### config.mk
export PLATFORM = sky130hd
export DESIGN_NAME = brick_drop_sequencer
export DESIGN_NICKNAME = d
export VERILOG_FILES = /design/src/rtl/brick_drop_sequencer.sv
export SDC_FILE = /design/constraint.sdc
export NUM_CORES = 1
export LEC_CHECK = 0
export ABC_AREA = 1
export ABC_CLOCK_PERIOD_IN_PS = 3030
export CAP_MARGIN = 20
export CORE_ASPECT_RATIO = 1.4
export CORE_MARGIN = 4
export CORE_UTILIZATION = 50
export CTS_BUF_LIST = sky130_fd_sc_hd__clkbuf_8
export CTS_CLUSTER_SIZE = 24
export DETAILED_ROUTE_END_ITERATION = 10
export GPL_TIMING_DRIVEN = 0
export HOLD_SLACK_MARGIN = 0.15
export PLACE_DENSITY_LB_ADDON = 0.05
export SLEW_MARGIN = 30
export SYNTH_ARGS = -nofsm -noshare
export SYNTH_HDL_FRONTEND = slang
export SYNTH_SLANG_ARGS = --single-unit
### constraint.sdc
create_clock -name clk -period 3.03 [get_ports clk]
set_input_delay 0.7575 -clock clk [delete_from_list [all_inputs] [get_ports clk]]
set_output_delay 0.7575 -clock clk [all_outputs]
set_load 0.02 [all_outputs]
### src/rtl/brick_drop_sequencer.sv
// brick_drop_sequencer: three-column falling-brick game sequencer.
// Spawns and drops bricks, lands them, clears lines, keeps score.
module brick_drop_sequencer #(
  parameter int DROP_DIV = 25000000,
  parameter int TOP_ROW  = 7
) (
  input  logic       clk,
  input  logic       reset,
  input  logic       start,
  input  logic [1:0] col,
  output logic [2:0] row,
  output logic [2:0] hauteurGauche,
  output logic [2:0] hauteurCentre,
  output logic [2:0] hauteurDroite,
  output logic       landed,
  output logic [7:0] score,
  output logic       playing,
  output logic       game_over
);

  localparam int CW = $clog2(DROP_DIV);
  localparam logic [CW-1:0] DIV_LAST = CW'(DROP_DIV - 1);
  localparam logic [2:0] TOP = 3'(TOP_ROW);

  typedef enum logic [2:0] {
    IDLE,
    SPAWN,
    FALL,
    LAND,
    CLEAR,
    OVER
  } state_t;

  state_t state, state_n;

  logic [CW-1:0] cnt;
  logic [1:0] col_m;
  logic [1:0] col_l;
  logic [2:0] h_l, h_c, h_r;
  logic [2:0] h_cur, h_land, h_land_inc;
  logic tick, hit, full;

  // column 3 is an alias of the centre column
  assign col_m = (col == 2'd3) ? 2'd1 : col;

  assign tick = (cnt == DIV_LAST);
  assign hit  = tick && (row <= h_cur);
  assign full = (h_l != 3'd0) && (h_c != 3'd0)
             && (h_r != 3'd0);

  assign hauteurGauche = h_l;
  assign hauteurCentre = h_c;
  assign hauteurDroite = h_r;

  // height under the falling brick and under the landed column
  always_comb begin
    h_cur = h_c;
    h_land = h_c;
    unique case (col_m)
      2'd0:    h_cur = h_l;
      2'd2:    h_cur = h_r;
      default: h_cur = h_c;
    endcase
    unique case (col_l)
      2'd0:    h_land = h_l;
      2'd2:    h_land = h_r;
      default: h_land = h_c;
    endcase
    h_land_inc = (h_land == 3'd7) ? 3'd7
                                  : h_land + 3'd1;
  end

  // state register
  always_ff @(posedge clk) begin
    if (reset) state <= IDLE;
    else       state <= state_n;
  end

  // next state and state-decoded outputs
  always_comb begin
    state_n   = state;
    landed    = 1'b0;
    playing   = 1'b0;
    game_over = 1'b0;
    unique case (state)
      IDLE: begin
        if (start) state_n = SPAWN;
      end
      SPAWN: begin
        playing = 1'b1;
        state_n = FALL;
      end
      FALL: begin
        playing = 1'b1;
        if (hit) state_n = LAND;
      end
      LAND: begin
        playing = 1'b1;
        landed  = 1'b1;
        state_n = CLEAR;
      end
      CLEAR: begin
        playing = 1'b1;
        if (full)               state_n = SPAWN;
        else if (h_land >= TOP) state_n = OVER;
        else                    state_n = SPAWN;
      end
      OVER: begin
        game_over = 1'b1;
        if (start) state_n = SPAWN;
      end
      default: state_n = IDLE;
    endcase
  end

  // row, drop counter, heights and score
  always_ff @(posedge clk) begin
    if (reset) begin
      row   <= TOP;
      cnt   <= '0;
      col_l <= 2'd0;
      h_l   <= 3'd0;
      h_c   <= 3'd0;
      h_r   <= 3'd0;
      score <= 8'd0;
    end else begin
      unique case (state)
        SPAWN: begin
          row <= TOP;
          cnt <= '0;
        end
        FALL: begin
          cnt <= tick ? '0 : cnt + 1'b1;
          if (tick) begin
            if (row <= h_cur) col_l <= col_m;
            else              row   <= row - 3'd1;
          end
        end
        LAND: begin
          unique case (col_l)
            2'd0:    h_l <= h_land_inc;
            2'd2:    h_r <= h_land_inc;
            default: h_c <= h_land_inc;
          endcase
        end
        CLEAR: begin
          if (full) begin
            h_l <= h_l - 3'd1;
            h_c <= h_c - 3'd1;
            h_r <= h_r - 3'd1;
            if (score != 8'hFF) score <= score + 8'd1;
          end
        end
        OVER: begin
          if (start) begin
            h_l   <= 3'd0;
            h_c   <= 3'd0;
            h_r   <= 3'd0;
            score <= 8'd0;
          end
        end
        default: ;
      endcase
    end
  end

endmodule

==> impl_metrics.xml, run 1 <==
<?xml version="1.0" encoding="UTF-8"?>
<metrics>
  <group name="final_layout">
    <metric name="insertedDiodeCount" unit="">0</metric>
    <metric name="syn2layout_area_growth" unit="%">14.5</metric>
    <metric name="nFillCells" unit="">639</metric>
    <metric name="num-nets-final" unit="">567</metric>
    <metric name="final_design_area_no_fill" unit="sq mm">0.00366</metric>
    <metric name="post_route_cells_drive_above_1_share" unit="%">6.55</metric>
  </group>
  <group name="yosys">
    <metric name="synthesized_area" unit="sq mm">0.00320</metric>
    <metric name="synth_commonest_cells" unit="">157 x sky130_fd_sc_hd__nand2_1, 73 x sky130_fd_sc_hd__nor2_1, 54 x sky130_fd_sc_hd__inv_1</metric>
    <metric name="library_cell_with_the_highest_instance_count_after_synthesis" unit="">sky130_fd_sc_hd__nand2_1</metric>
    <metric name="syn-mean-instance-area" unit="sq um">6.22</metric>
    <metric name="ys_warn_count" unit="">0</metric>
    <metric name="async_flop_share" unit="%">0</metric>
    <metric name="synth_cells" unit="">514</metric>
    <metric name="synth.lib_cells_used.distinct" unit="">32</metric>
    <metric name="yosys-top-cells-area" unit="">sky130_fd_sc_hd__dfxtp_1 31%, sky130_fd_sc_hd__nand2_1 18%, sky130_fd_sc_hd__nor2_1 8.6%</metric>
    <metric name="ys_dominant_reg_cell" unit="">sky130_fd_sc_hd__dfxtp_1</metric>
    <metric name="synth_enable_flop_cells" unit="">0</metric>
    <metric name="synth_top_area_share" unit="%">31.3</metric>
    <metric name="syn-num-nets" unit="">532</metric>
    <metric name="synth.largest_area_cell" unit="">sky130_fd_sc_hd__dfxtp_1</metric>
    <metric name="postSynthRegisterBits" unit="">50</metric>
    <metric name="part_of_the_yosys_area_used_for_sequential_elements" unit="%">31.3</metric>
  </group>
  <group name="drt">
    <metric name="detail_route.first_pass.iterations" unit="">4</metric>
    <metric name="post-route-drc-count" unit="">0</metric>
    <metric name="wirelength_met1" unit="um">3270</metric>
    <metric name="metal2_wl" unit="um">4410</metric>
    <metric name="post_drt_via_cell_ratio" unit="">5.21</metric>
    <metric name="route.antenna.remaining_nets" unit="">0</metric>
    <metric name="top_layer_used_by_detailed_routing" unit="">met4</metric>
    <metric name="route.met3.wl" unit="um">186</metric>
    <metric name="wl" unit="um">8060</metric>
    <metric name="vias_after_detailed_routing" unit="">3241</metric>
    <metric name="drt_iter0_drc" unit="">125</metric>
    <metric name="routedWlPerCell" unit="um">13.0</metric>
  </group>
  <group name="job">
    <metric name="max_cap_viol_count" unit="">0</metric>
  </group>
  <group name="timing">
    <metric name="post-route-period-util" unit="%">86.5</metric>
    <metric name="max_slew.worst_pin.slew" unit="ps">666</metric>
    <metric name="slew_viol_final" unit="">0</metric>
    <metric name="report.final.setup_viol" unit="">0</metric>
    <metric name="final.setup_skew" unit="ps">12.3</metric>
    <metric name="maxSlewHeadroom" unit="%">55.6</metric>
    <metric name="fmax" unit="MHz">382</metric>
    <metric name="grt_setup_unrepaired" unit="">false</metric>
    <metric name="post-route-min-period" unit="ps">2620</metric>
    <metric name="finalSetupTns" unit="ps">0</metric>
    <metric name="finalHoldViolCount" unit="">0</metric>
  </group>
  <group name="floorplan">
    <metric name="die_w" unit="um">75.6</metric>
    <metric name="design.die.area" unit="sq mm">0.00776</metric>
    <metric name="dieHeight" unit="um">103</metric>
    <metric name="count_of_pins_on_the_block_boundary" unit="">28</metric>
    <metric name="initial_utilization" unit="%">51.5</metric>
    <metric name="rows" unit="">34</metric>
    <metric name="core_area" unit="sq mm">0.00621</metric>
  </group>
  <group name="setup_path">
    <metric name="critPathSlowestCell" unit="">sky130_fd_sc_hd__clkdlybuf4s50_1</metric>
    <metric name="crit_fanout" unit="">5</metric>
    <metric name="path_common_cell" unit="">sky130_fd_sc_hd__nand2_1</metric>
    <metric name="cp_cell_sequence" unit="">clkdlybuf4s50_1 -&gt; nor2_1 -&gt; a22oi_1 -&gt; o21ai_0 -&gt; ha_1 -&gt; nand2_1 -&gt; o21ai_0 -&gt; nand3_1 -&gt; nand2_1 -&gt; nand2_1 -&gt; nand2_1 -&gt; nand3_1</metric>
    <metric name="worst-r2r-setup-slack" unit="ps">990</metric>
    <metric name="timing.critical_path.from_type" unit="">input pin</metric>
    <metric name="endpoint_kind" unit="">register</metric>
    <metric name="cp_data_arrival_time" unit="ps">2800</metric>
    <metric name="critical_path.max_stage_delay" unit="ps">560</metric>
    <metric name="crit_path_kind" unit="">input pin to register</metric>
    <metric name="r2r_cells" unit="">11</metric>
    <metric name="cp.required" unit="ps">3210</metric>
  </group>
  <group name="cts">
    <metric name="num_cts_buffers" unit="">5</metric>
    <metric name="cts_tree" unit="">done</metric>
    <metric name="worst_setup_hold_path_clk_slew" unit="ps">100</metric>
    <metric name="clockRootBuffer" unit="">sky130_fd_sc_hd__clkbuf_8</metric>
    <metric name="clockBufferDepth" unit="">2</metric>
    <metric name="cts_hold_buffers" unit="">0</metric>
    <metric name="ctsHtreeMaxLevel" unit="">2</metric>
    <metric name="tritoncts_num_sinks" unit="">50</metric>
    <metric name="clkLatencyLatePin" unit="ps">310</metric>
  </group>
  <group name="global_routing">
    <metric name="antenna_found_initial" unit="">0</metric>
    <metric name="maximum_number_of_pins_on_one_net_before_global_route_repair" unit="">15</metric>
    <metric name="first_global_vias" unit="">3156</metric>
    <metric name="gr-total-overflow" unit="">0</metric>
    <metric name="global_route_wire_length_before_repair" unit="um">13700</metric>
    <metric name="grtUsageTotal" unit="%">22.6</metric>
  </group>
  <group name="placement">
    <metric name="gp_congestion" unit="">0.935</metric>
    <metric name="placed_cell_area" unit="sq mm">0.00356</metric>
    <metric name="post-dp-hpwl" unit="um">6250</metric>
    <metric name="port_buffers" unit="">27</metric>
  </group>
  <group name="power_and_ir_drop">
    <metric name="power-per-cell-area" unit="mW/mm^2">487</metric>
    <metric name="peakVddDrop" unit="mV">0.297</metric>
    <metric name="power_leakage" unit="uW">0.00162</metric>
  </group>
  <group name="hold_path">
    <metric name="class_of_the_tightest_hold_or_removal_check" unit="">register to register</metric>
    <metric name="whs_path_depth" unit="">2</metric>
  </group>
  <group name="outcome">
    <metric name="outcome" unit="">completed</metric>
  </group>
</metrics>
## layout make-up
type                            instances  area (sq um)  share of cell area [%]
Clock inverter                          2          8.76                   0.239
Sequential cell                        50          1000                    27.4
Inverter                               60           225                    6.15
Buffer                                  9          42.5                    1.16
Multi-Input combinational cell        395          1930                    52.7
Timing Repair Buffer                   28           280                    7.66
Clock buffer                            6          82.6                    2.26
Tap cell                               72          90.1                    2.46
## layout by cell type (no fill, tap or decap), drive strengths merged
| master | netlist | layout |
|---|---|---|
| nor2 | 79 | 79 |
| a21oi | 33 | 33 |
| nor3b | 1 | 1 |
| o31ai | 2 | 2 |
| xnor2 | 4 | 4 |
| a22oi | 2 | 2 |
| clkdlybuf4s50 | 0 | 26 |
| a21o | 1 | 1 |
| nand2 | 165 | 165 |
| o22ai | 1 | 1 |
| inv | 60 | 61 |
| or2 | 3 | 3 |
| dlymetal6s2s | 0 | 1 |
| nand3 | 45 | 45 |
| nand3b | 3 | 3 |
| xor2 | 11 | 11 |
| o211ai | 1 | 1 |
| dfxtp | 50 | 50 |
| nor3 | 11 | 11 |
| nand4 | 5 | 5 |
| ha | 13 | 13 |
| o21ai | 14 | 14 |
| clkbuf | 4 | 10 |
| buf | 5 | 6 |
| clkinv | 0 | 1 |
| and2 | 1 | 1 |
## flip-flops by register name, summed over array words and instances (netlist names)
register	flops
row	3
hauteurDroite	3
cnt	25
hauteurGauche	3
score	8
hauteurCentre	3
col_l	2
state	3
## cells by family after synthesis
group                    count (synthesis)  share of synthesized area (%)
buffers and inverters                   69                           8.37
AO/OA/AOI/OAI                           54                           8.96
AND/OR/NAND/NOR                        313                           42.2
XOR/XNOR                                15                           4.11
adder cells (fa/ha/maj)                 13                           5.09
flip-flops                              50                           31.3
## stage by stage
stage                     std cells  hold WS, ps  worst slack [ps]  power, uW  util [%]
after floorplan                 514          461               915       1180         -
after global placement          613          473              73.9       1370      57.3
after detailed placement        613          477              24.6       1390      57.3
after CTS                       622          498              28.4       1810      58.9
after global routing            622          532               167       1900      58.9
final                           622          491               410       1780      58.9
## metal layers
layer | vias to the layer above | GRT usage (%)
met1 | 1478 | 25.0
li1 | 1696 | -
met4 | 0 | 9.56
met3 | 16 | 2.54
met5 | - | 0
met2 | 51 | 42.1
## what timing repair did
item	CTS	global route
pin swaps	1	0
endpoints found under the setup margin	1	1
gates resized for setup	1	1
buffers inserted	1	0
## power by group
part | internal [uW] | switching (uW) | total (uW)
logic | 223 | 408 | 631
registers | 699 | 43.7 | 743
clock network | 182 | 226 | 408
total | 1100 | 677 | 1780
## worst max-delay path: cells and delay by family
family	cells	cell delay, ps
simple gates	7	700
buf+inv	1	560
compound gates	3	460
fa+ha+maj	1	320
## path summary, 6_finish.rpt
| path | start | endpoint |
|---|---|---|
| max | col[0] | row[2]$_SDFFE_PP1P_ |
| min | row[0]$_SDFFE_PP1P_ | row[0]$_SDFFE_PP1P_ |
| max reg2reg | hauteurCentre[2]$_SDFFE_PP0P_ | row[2]$_SDFFE_PP1P_ |
| min reg2reg | row[0]$_SDFFE_PP1P_ | row[0]$_SDFFE_PP1P_ |
No activity file was read; power rests on OpenSTA's default activity.
==> run 2, diff against run 1 <==
CELL_PAD_IN_SITES_DETAIL_PLACEMENT = 0   (was unset)
CELL_PAD_IN_SITES_GLOBAL_PLACEMENT = 1   (was unset)
CORE_UTILIZATION = 45   (was 50)
==> run 2 against run 1 <==
Net effect: routed wire length increased by 3.3%; register-to-register slack got worse by 90 ps; via count decreased by 1.3%; worst hold slack improved by 1.7 ps; core utilization decreased by 5.6 points; count of clock-buffer cells in the layout decreased by 1; sequential power about the same; worst setup slack got worse by 170 ps; total power increased by 4.3%; first-iteration DRC count increased by 33%; final area increased by 1.1%; combinational power increased by 1%.
==> impl_metrics.xml, run 2 (synthesis gave the netlist of run 1 again) <==
<?xml version="1.0" encoding="UTF-8"?>
<metrics>
  <group name="outcome">
    <metric name="outcome" unit="">completed</metric>
  </group>
  <group name="drt">
    <metric name="routedWlPerCell" unit="um">12.9</metric>
    <metric name="detail_route.first_pass.iterations" unit="">4</metric>
    <metric name="route.antenna.remaining_nets" unit="">0</metric>
    <metric name="vias_after_detailed_routing" unit="">3200</metric>
    <metric name="drt_iter0_drc" unit="">166</metric>
    <metric name="wl" unit="um">8320</metric>
    <metric name="post-route-drc-count" unit="">0</metric>
    <metric name="post_drt_via_cell_ratio" unit="">4.96</metric>
  </group>
  <group name="placement">
    <metric name="port_buffers" unit="">27</metric>
    <metric name="post-dp-hpwl" unit="um">6390</metric>
    <metric name="placed_cell_area" unit="sq mm">0.00359</metric>
    <metric name="gp_congestion" unit="">0.974</metric>
    <metric name="dp_slack" unit="ps">1.50</metric>
  </group>
  <group name="cts">
    <metric name="clockRootBuffer" unit="">sky130_fd_sc_hd__clkbuf_8</metric>
    <metric name="num_cts_buffers" unit="">5</metric>
    <metric name="worst_setup_hold_path_clk_slew" unit="ps">100</metric>
    <metric name="tritoncts_num_sinks" unit="">50</metric>
    <metric name="clockBufferDepth" unit="">2</metric>
    <metric name="clkLatencyLatePin" unit="ps">310</metric>
    <metric name="ctsHtreeMaxLevel" unit="">2</metric>
    <metric name="cts_tree" unit="">done</metric>
  </group>
  <group name="final_layout">
    <metric name="syn2layout_area_growth" unit="%">15.7</metric>
    <metric name="reg_top3" unit="">cnt (25), score (8)</metric>
    <metric name="most_frequent_standard_cell_in_the_layout_excluding_fill_and_tap_cells" unit="">sky130_fd_sc_hd__nand2_1</metric>
    <metric name="post_route_cells_drive_above_1_share" unit="%">6.18</metric>
    <metric name="num-nets-final" unit="">567</metric>
    <metric name="top_register" unit="">cnt</metric>
    <metric name="layout.core_utilization" unit="%">53.3</metric>
    <metric name="insertedDiodeCount" unit="">0</metric>
    <metric name="final_design_area_no_fill" unit="sq mm">0.00370</metric>
    <metric name="nFillCells" unit="">772</metric>
    <metric name="largest_register_ffs" unit="">25</metric>
    <metric name="layout_common_cells" unit="">157 x sky130_fd_sc_hd__nand2_1, 73 x sky130_fd_sc_hd__nor2_1, 56 x sky130_fd_sc_hd__inv_1</metric>
  </group>
  <group name="global_routing">
    <metric name="antenna_found_initial" unit="">0</metric>
    <metric name="gr-total-overflow" unit="">0</metric>
    <metric name="maximum_number_of_pins_on_one_net_before_global_route_repair" unit="">15</metric>
    <metric name="first_global_vias" unit="">3078</metric>
    <metric name="grtUsageTotal" unit="%">20.8</metric>
    <metric name="global_route_wire_length_before_repair" unit="um">13900</metric>
  </group>
  <group name="floorplan">
    <metric name="die_w" unit="um">79.3</metric>
    <metric name="core_area" unit="sq mm">0.00694</metric>
    <metric name="design.die.area" unit="sq mm">0.00854</metric>
    <metric name="count_of_pins_on_the_block_boundary" unit="">28</metric>
    <metric name="initial_utilization" unit="%">46.1</metric>
    <metric name="rows" unit="">36</metric>
    <metric name="dieHeight" unit="um">108</metric>
  </group>
  <group name="timing">
    <metric name="maxSlewHeadroom" unit="%">57.6</metric>
    <metric name="grt_setup_unrepaired" unit="">false</metric>
    <metric name="slew_viol_final" unit="">0</metric>
    <metric name="report.final.setup_viol" unit="">0</metric>
    <metric name="fmax" unit="MHz">358</metric>
    <metric name="max_slew.worst_pin.slew" unit="ps">636</metric>
    <metric name="worst_case_setup_margin_in_the_final_layout" unit="ps">235</metric>
    <metric name="post-route-min-period" unit="ps">2790</metric>
    <metric name="finalSetupTns" unit="ps">0</metric>
    <metric name="final.setup_skew" unit="ps">9.08</metric>
    <metric name="post-route-period-util" unit="%">92.2</metric>
    <metric name="finalHoldViolCount" unit="">0</metric>
  </group>
  <group name="power_and_ir_drop">
    <metric name="p_seq_share" unit="%">39.8</metric>
    <metric name="clockPowerShare" unit="%">25.8</metric>
    <metric name="power.switching" unit="uW">702</metric>
    <metric name="power_leakage" unit="uW">0.00161</metric>
    <metric name="combPwrFrac" unit="%">34.4</metric>
    <metric name="p_int" unit="uW">1160</metric>
    <metric name="fin_total_pwr" unit="uW">1860</metric>
    <metric name="peakVddDrop" unit="mV">0.249</metric>
    <metric name="power-per-cell-area" unit="mW/mm^2">502</metric>
    <metric name="power_switching_share" unit="%">37.8</metric>
  </group>
  <group name="setup_path">
    <metric name="endpoint_kind" unit="">output pin</metric>
    <metric name="cp_data_arrival_time" unit="ps">2040</metric>
    <metric name="crit_path_kind" unit="">register to output pin</metric>
    <metric name="timing.critical_path.from_type" unit="">register</metric>
    <metric name="crit_fanout" unit="">10</metric>
    <metric name="cp.required" unit="ps">2270</metric>
  </group>
  <group name="job">
    <metric name="max_cap_viol_count" unit="">0</metric>
  </group>
  <group name="hold_path">
    <metric name="class_of_the_tightest_hold_or_removal_check" unit="">register to register</metric>
  </group>
</metrics>
run 2: cell types whose count changed in the layout (fill, tap and decap cells not counted):
| cell | before | now |
|---|---|---|
| sky130_fd_sc_hd__dlymetal6s2s_1 | 1 | 0 |
| sky130_fd_sc_hd__dfxtp_2 | 1 | 0 |
| sky130_fd_sc_hd__dfxtp_1 | 49 | 50 |
| sky130_fd_sc_hd__bufinv_16 | 0 | 1 |
| sky130_fd_sc_hd__inv_1 | 55 | 56 |
| sky130_fd_sc_hd__dlygate4sd2_1 | 0 | 1 |
| sky130_fd_sc_hd__clkinv_2 | 1 | 0 |
| sky130_fd_sc_hd__clkbuf_8 | 6 | 5 |
run 2: final cells by class:
type | count | area [sq um] | area share, %
Sequential cell | 50 | 1000 | 27.1
Inverter | 60 | 225 | 6.09
Clock inverter | 3 | 37.5 | 1.01
Buffer | 9 | 42.5 | 1.15
Clock buffer | 5 | 68.8 | 1.86
Tap cell | 95 | 119 | 3.21
Multi-Input combinational cell | 395 | 1930 | 52.1
Timing Repair Buffer | 28 | 277 | 7.47
run 2: worst paths after layout:
path,cells past startpoint,slack (ps),to,start
max,8,240,playing,state[0]$_SDFFE_PP0P_
min,2,490,row[0]$_SDFFE_PP1P_,row[0]$_SDFFE_PP1P_
max reg2reg,11,900,row[2]$_SDFFE_PP1P_,hauteurCentre[2]$_SDFFE_PP0P_
min reg2reg,2,490,row[0]$_SDFFE_PP1P_,row[0]$_SDFFE_PP1P_
run 2: stage by stage:
| stage | cells | hold WS (ps) |
|---|---|---|
| after CTS | 645 | 499 |
| after global routing | 645 | 528 |
| final | 645 | 492 |
| after floorplan | 514 | 461 |
| after global placement | 636 | 468 |
| after detailed placement | 636 | 480 |
run 2: critical path, cell delays in order (launching register included):
cell and delay (ps):
sky130_fd_sc_hd__dfxtp_1 440, sky130_fd_sc_hd__inv_2 100, sky130_fd_sc_hd__nor2_2 150, sky130_fd_sc_hd__nand2_1 150
sky130_fd_sc_hd__nand2_2 190, sky130_fd_sc_hd__inv_2 70, sky130_fd_sc_hd__buf_2 200, sky130_fd_sc_hd__nand3_1 80
sky130_fd_sc_hd__dlygate4sd2_1 330
run 2: timing repair:
item                                    CTS  global route
resized for setup                         1             0
buffers inserted                          1             0
endpoints found under the setup margin    1             0
hold buffers                              0             0
run 2: power groups by stage:
stage,Combinational (uW),Sequential [uW],Clock (uW)
3_5_place_dp,642,757,0
2_1_floorplan,399,781,0
6_report,639,740,479
5_1_grt,719,748,518
3_3_place_gp,632,756,0
4_1_cts,645,741,494
run 2: per-layer routing:
layer,global-route usage [%],routed length [um],vias to the layer above
met5,0,0,-
met4,8.48,254,0
met3,3.18,252,17
met2,39.8,4360,55
met1,22.3,3450,1437
li1,-,-,1691
==> run 3, diff against run 2 <==
ABC_CLOCK_PERIOD_IN_PS = 2480   (was 3030)
CORE_UTILIZATION = 38   (was 45)
clock period = 2.48 ns   (was 3.03 ns; I/O delays follow)
==> run 3 against run 2 <==
Net effect: total power grew 20%; sequential power rose by 23%; core utilization fell by 7.9 points; non-clock buffer count stayed put; final area is 0.74% higher; global-route usage decreased by 2.6 points; highest routed layer unchanged; count of clock-buffer cells in the layout is 1 higher; final cell count up 1.1%; critical path depth down 5.
==> impl_metrics.xml, run 3 (synthesis gave the netlist of run 1 again) <==
<?xml version="1.0" encoding="UTF-8"?>
<metrics>
  <group name="power_and_ir_drop">
    <metric name="power.switching" unit="uW">872</metric>
    <metric name="p_int" unit="uW">1360</metric>
    <metric name="p_seq_share" unit="%">40.7</metric>
    <metric name="combPwrFrac" unit="%">36.6</metric>
    <metric name="power_switching_share" unit="%">39.1</metric>
    <metric name="clockPowerShare" unit="%">22.7</metric>
    <metric name="peakVddDrop" unit="mV">0.314</metric>
    <metric name="power-per-cell-area" unit="mW/mm^2">599</metric>
    <metric name="power_leakage" unit="uW">0.00162</metric>
  </group>
  <group name="setup_path">
    <metric name="timing.critical_path.from_type" unit="">register</metric>
    <metric name="cp_data_arrival_time" unit="ps">1740</metric>
    <metric name="endpoint_kind" unit="">output pin</metric>
    <metric name="worst-r2r-setup-slack" unit="ps">480</metric>
    <metric name="crit_path_kind" unit="">register to output pin</metric>
    <metric name="critical_path.startpoint" unit="">state[2]$_SDFFE_PP0P_</metric>
    <metric name="worstReg2RegStart" unit="">hauteurCentre[2]$_SDFFE_PP0P_</metric>
    <metric name="crit_fanout" unit="">7</metric>
    <metric name="cp.required" unit="ps">1860</metric>
  </group>
  <group name="cts">
    <metric name="num_cts_buffers" unit="">5</metric>
    <metric name="clockBufferDepth" unit="">2</metric>
    <metric name="cts_hold_buffers" unit="">0</metric>
    <metric name="cts_tree" unit="">done</metric>
    <metric name="clkLatencyLatePin" unit="ps">320</metric>
    <metric name="clockRootBuffer" unit="">sky130_fd_sc_hd__clkbuf_8</metric>
    <metric name="ctsHtreeMaxLevel" unit="">2</metric>
    <metric name="tritoncts_num_sinks" unit="">50</metric>
    <metric name="worst_setup_hold_path_clk_slew" unit="ps">90</metric>
  </group>
  <group name="timing">
    <metric name="worst_case_setup_margin_in_the_final_layout" unit="ps">116</metric>
    <metric name="max_slew.worst_pin.slew" unit="ps">688</metric>
    <metric name="report.final.setup_viol" unit="">0</metric>
    <metric name="finalHoldViolCount" unit="">0</metric>
    <metric name="slew_viol_final" unit="">0</metric>
    <metric name="fmax" unit="MHz">423</metric>
    <metric name="post-route-period-util" unit="%">95.3</metric>
    <metric name="final.setup_skew" unit="ps">11.0</metric>
    <metric name="maxSlewHeadroom" unit="%">54.1</metric>
    <metric name="grt_setup_unrepaired" unit="">true</metric>
    <metric name="post-route-min-period" unit="ps">2360</metric>
  </group>
  <group name="hold_path">
    <metric name="class_of_the_tightest_hold_or_removal_check" unit="">register to register</metric>
    <metric name="hold_path.startpoint" unit="">cnt[1]$_SDFFE_PP0N_</metric>
  </group>
  <group name="floorplan">
    <metric name="count_of_pins_on_the_block_boundary" unit="">28</metric>
    <metric name="core_area" unit="sq mm">0.00820</metric>
    <metric name="dieHeight" unit="um">117</metric>
    <metric name="die_w" unit="um">85.5</metric>
    <metric name="design.die.area" unit="sq mm">0.00997</metric>
    <metric name="initial_utilization" unit="%">39.0</metric>
    <metric name="rows" unit="">39</metric>
  </group>
  <group name="drt">
    <metric name="route.antenna.remaining_nets" unit="">0</metric>
    <metric name="wl" unit="um">8600</metric>
    <metric name="drt_iter0_drc" unit="">88</metric>
    <metric name="post_drt_via_cell_ratio" unit="">4.84</metric>
    <metric name="detail_route.first_pass.iterations" unit="">4</metric>
    <metric name="post-route-drc-count" unit="">0</metric>
    <metric name="vias_after_detailed_routing" unit="">3156</metric>
    <metric name="routedWlPerCell" unit="um">13.2</metric>
  </group>
  <group name="placement">
    <metric name="post-dp-hpwl" unit="um">6690</metric>
    <metric name="gp_congestion" unit="">0.882</metric>
    <metric name="port_buffers" unit="">27</metric>
    <metric name="dp_slack" unit="ps">-438</metric>
  </group>
  <group name="final_layout">
    <metric name="layout_common_cells" unit="">155 x sky130_fd_sc_hd__nand2_1, 73 x sky130_fd_sc_hd__nor2_1, 55 x sky130_fd_sc_hd__inv_1</metric>
    <metric name="num-nets-final" unit="">567</metric>
    <metric name="syn2layout_area_growth" unit="%">16.5</metric>
    <metric name="post_route_cells_drive_above_1_share" unit="%">7.82</metric>
    <metric name="largest_register_ffs" unit="">25</metric>
    <metric name="layout.core_utilization" unit="%">45.5</metric>
    <metric name="top_register" unit="">cnt</metric>
    <metric name="reg_top3" unit="">cnt (25), score (8)</metric>
    <metric name="insertedDiodeCount" unit="">0</metric>
    <metric name="most_frequent_standard_cell_in_the_layout_excluding_fill_and_tap_cells" unit="">sky130_fd_sc_hd__nand2_1</metric>
  </group>
  <group name="global_routing">
    <metric name="grtUsageTotal" unit="%">18.2</metric>
    <metric name="global_route_wire_length_before_repair" unit="um">14300</metric>
    <metric name="maximum_number_of_pins_on_one_net_before_global_route_repair" unit="">15</metric>
    <metric name="antenna_found_initial" unit="">0</metric>
    <metric name="gr-total-overflow" unit="">0</metric>
    <metric name="first_global_vias" unit="">3097</metric>
  </group>
  <group name="job">
    <metric name="max_cap_viol_count" unit="">0</metric>
  </group>
  <group name="outcome">
    <metric name="outcome" unit="">completed</metric>
  </group>
</metrics>
==> run 3: cell types whose count changed in the layout (fill, tap and decap cells not counted), sizes merged <==
| cell | delta |
|---|---|
| clkbuf | +1 |
| dlymetal6s2s | +1 |
| clkdlybuf4s15 | +1 |
| inv | -1 |
| clkdlybuf4s50 | -1 |
| bufinv | -1 |
| dlygate4sd2 | -1 |
| clkinv | +1 |
==> run 3: final timing paths <==
| kind | end | cells past startpoint |
|---|---|---|
| worst max register to register | state[0]$_SDFFE_PP0P_ | 12 |
| worst max-delay path | game_over | 3 |
| worst min register to register | cnt[1]$_SDFFE_PP0N_ | 2 |
| worst min-delay path | cnt[1]$_SDFFE_PP0N_ | 2 |
==> run 3: stage by stage <==
| step | instance area (sq um) | cells | total power (uW) | hold WS (ps) | TNS, ps |
|---|---|---|---|---|---|
| after floorplan | 3200 | 514 | 1440 | 461 | 0 |
| after global placement | 3600 | 643 | 1710 | 469 | -2250 |
| after detailed placement | 3600 | 643 | 1720 | 480 | -2300 |
| after CTS | 3720 | 653 | 2270 | 494 | 0 |
| after global routing | 3730 | 652 | 2410 | 522 | -12.9 |
| final | 3730 | 652 | 2230 | 490 | 0 |
==> run 3: routing by layer <==
metal	vias up	track usage, %	routed length, um
met4	0	9.40	354
met2	43	34.2	4390
met3	17	2.75	237
met5	-	0	0
li1	1695	-	-
met1	1401	19.6	3620
==> run 3: power by group through the flow <==
| stage | Sequential, uW | Clock (uW) | Combinational [uW] |
|---|---|---|---|
| 4_1_cts | 910 | 535 | 824 |
| 5_1_grt | 920 | 570 | 916 |
| 3_5_place_dp | 926 | 0 | 791 |
| 2_1_floorplan | 954 | 0 | 488 |
| 3_3_place_gp | 924 | 0 | 783 |
| 6_report | 908 | 506 | 818 |
==> run 3: final cells by class <==
type / instances / area, sq um
tap: 102 / 128
timing repair buffer: 29 / 289
sequential: 50 / 1000
clock inverter: 2 / 8.76
fill: 918 / 4470
buffer: 8 / 37.5
inverter: 60 / 225
multi-input combinational: 395 / 1950
clock buffer: 6 / 82.6
==> run 3: worst max-delay path: stages, from the launching register on <==
cell and delay [ps]:
sky130_fd_sc_hd__dfxtp_2 420, sky130_fd_sc_hd__nand2_2 160, sky130_fd_sc_hd__nor2_4 210, sky130_fd_sc_hd__clkdlybuf4s50_1 640
==> run 3: what timing repair did <==
| item | CTS | global route |
|---|---|---|
| endpoints found under the setup margin | 5 | 7 |
| setup buffers | 2 | 0 |
| gates resized for setup | 10 | 4 |
| pin swaps | 2 | 1 |
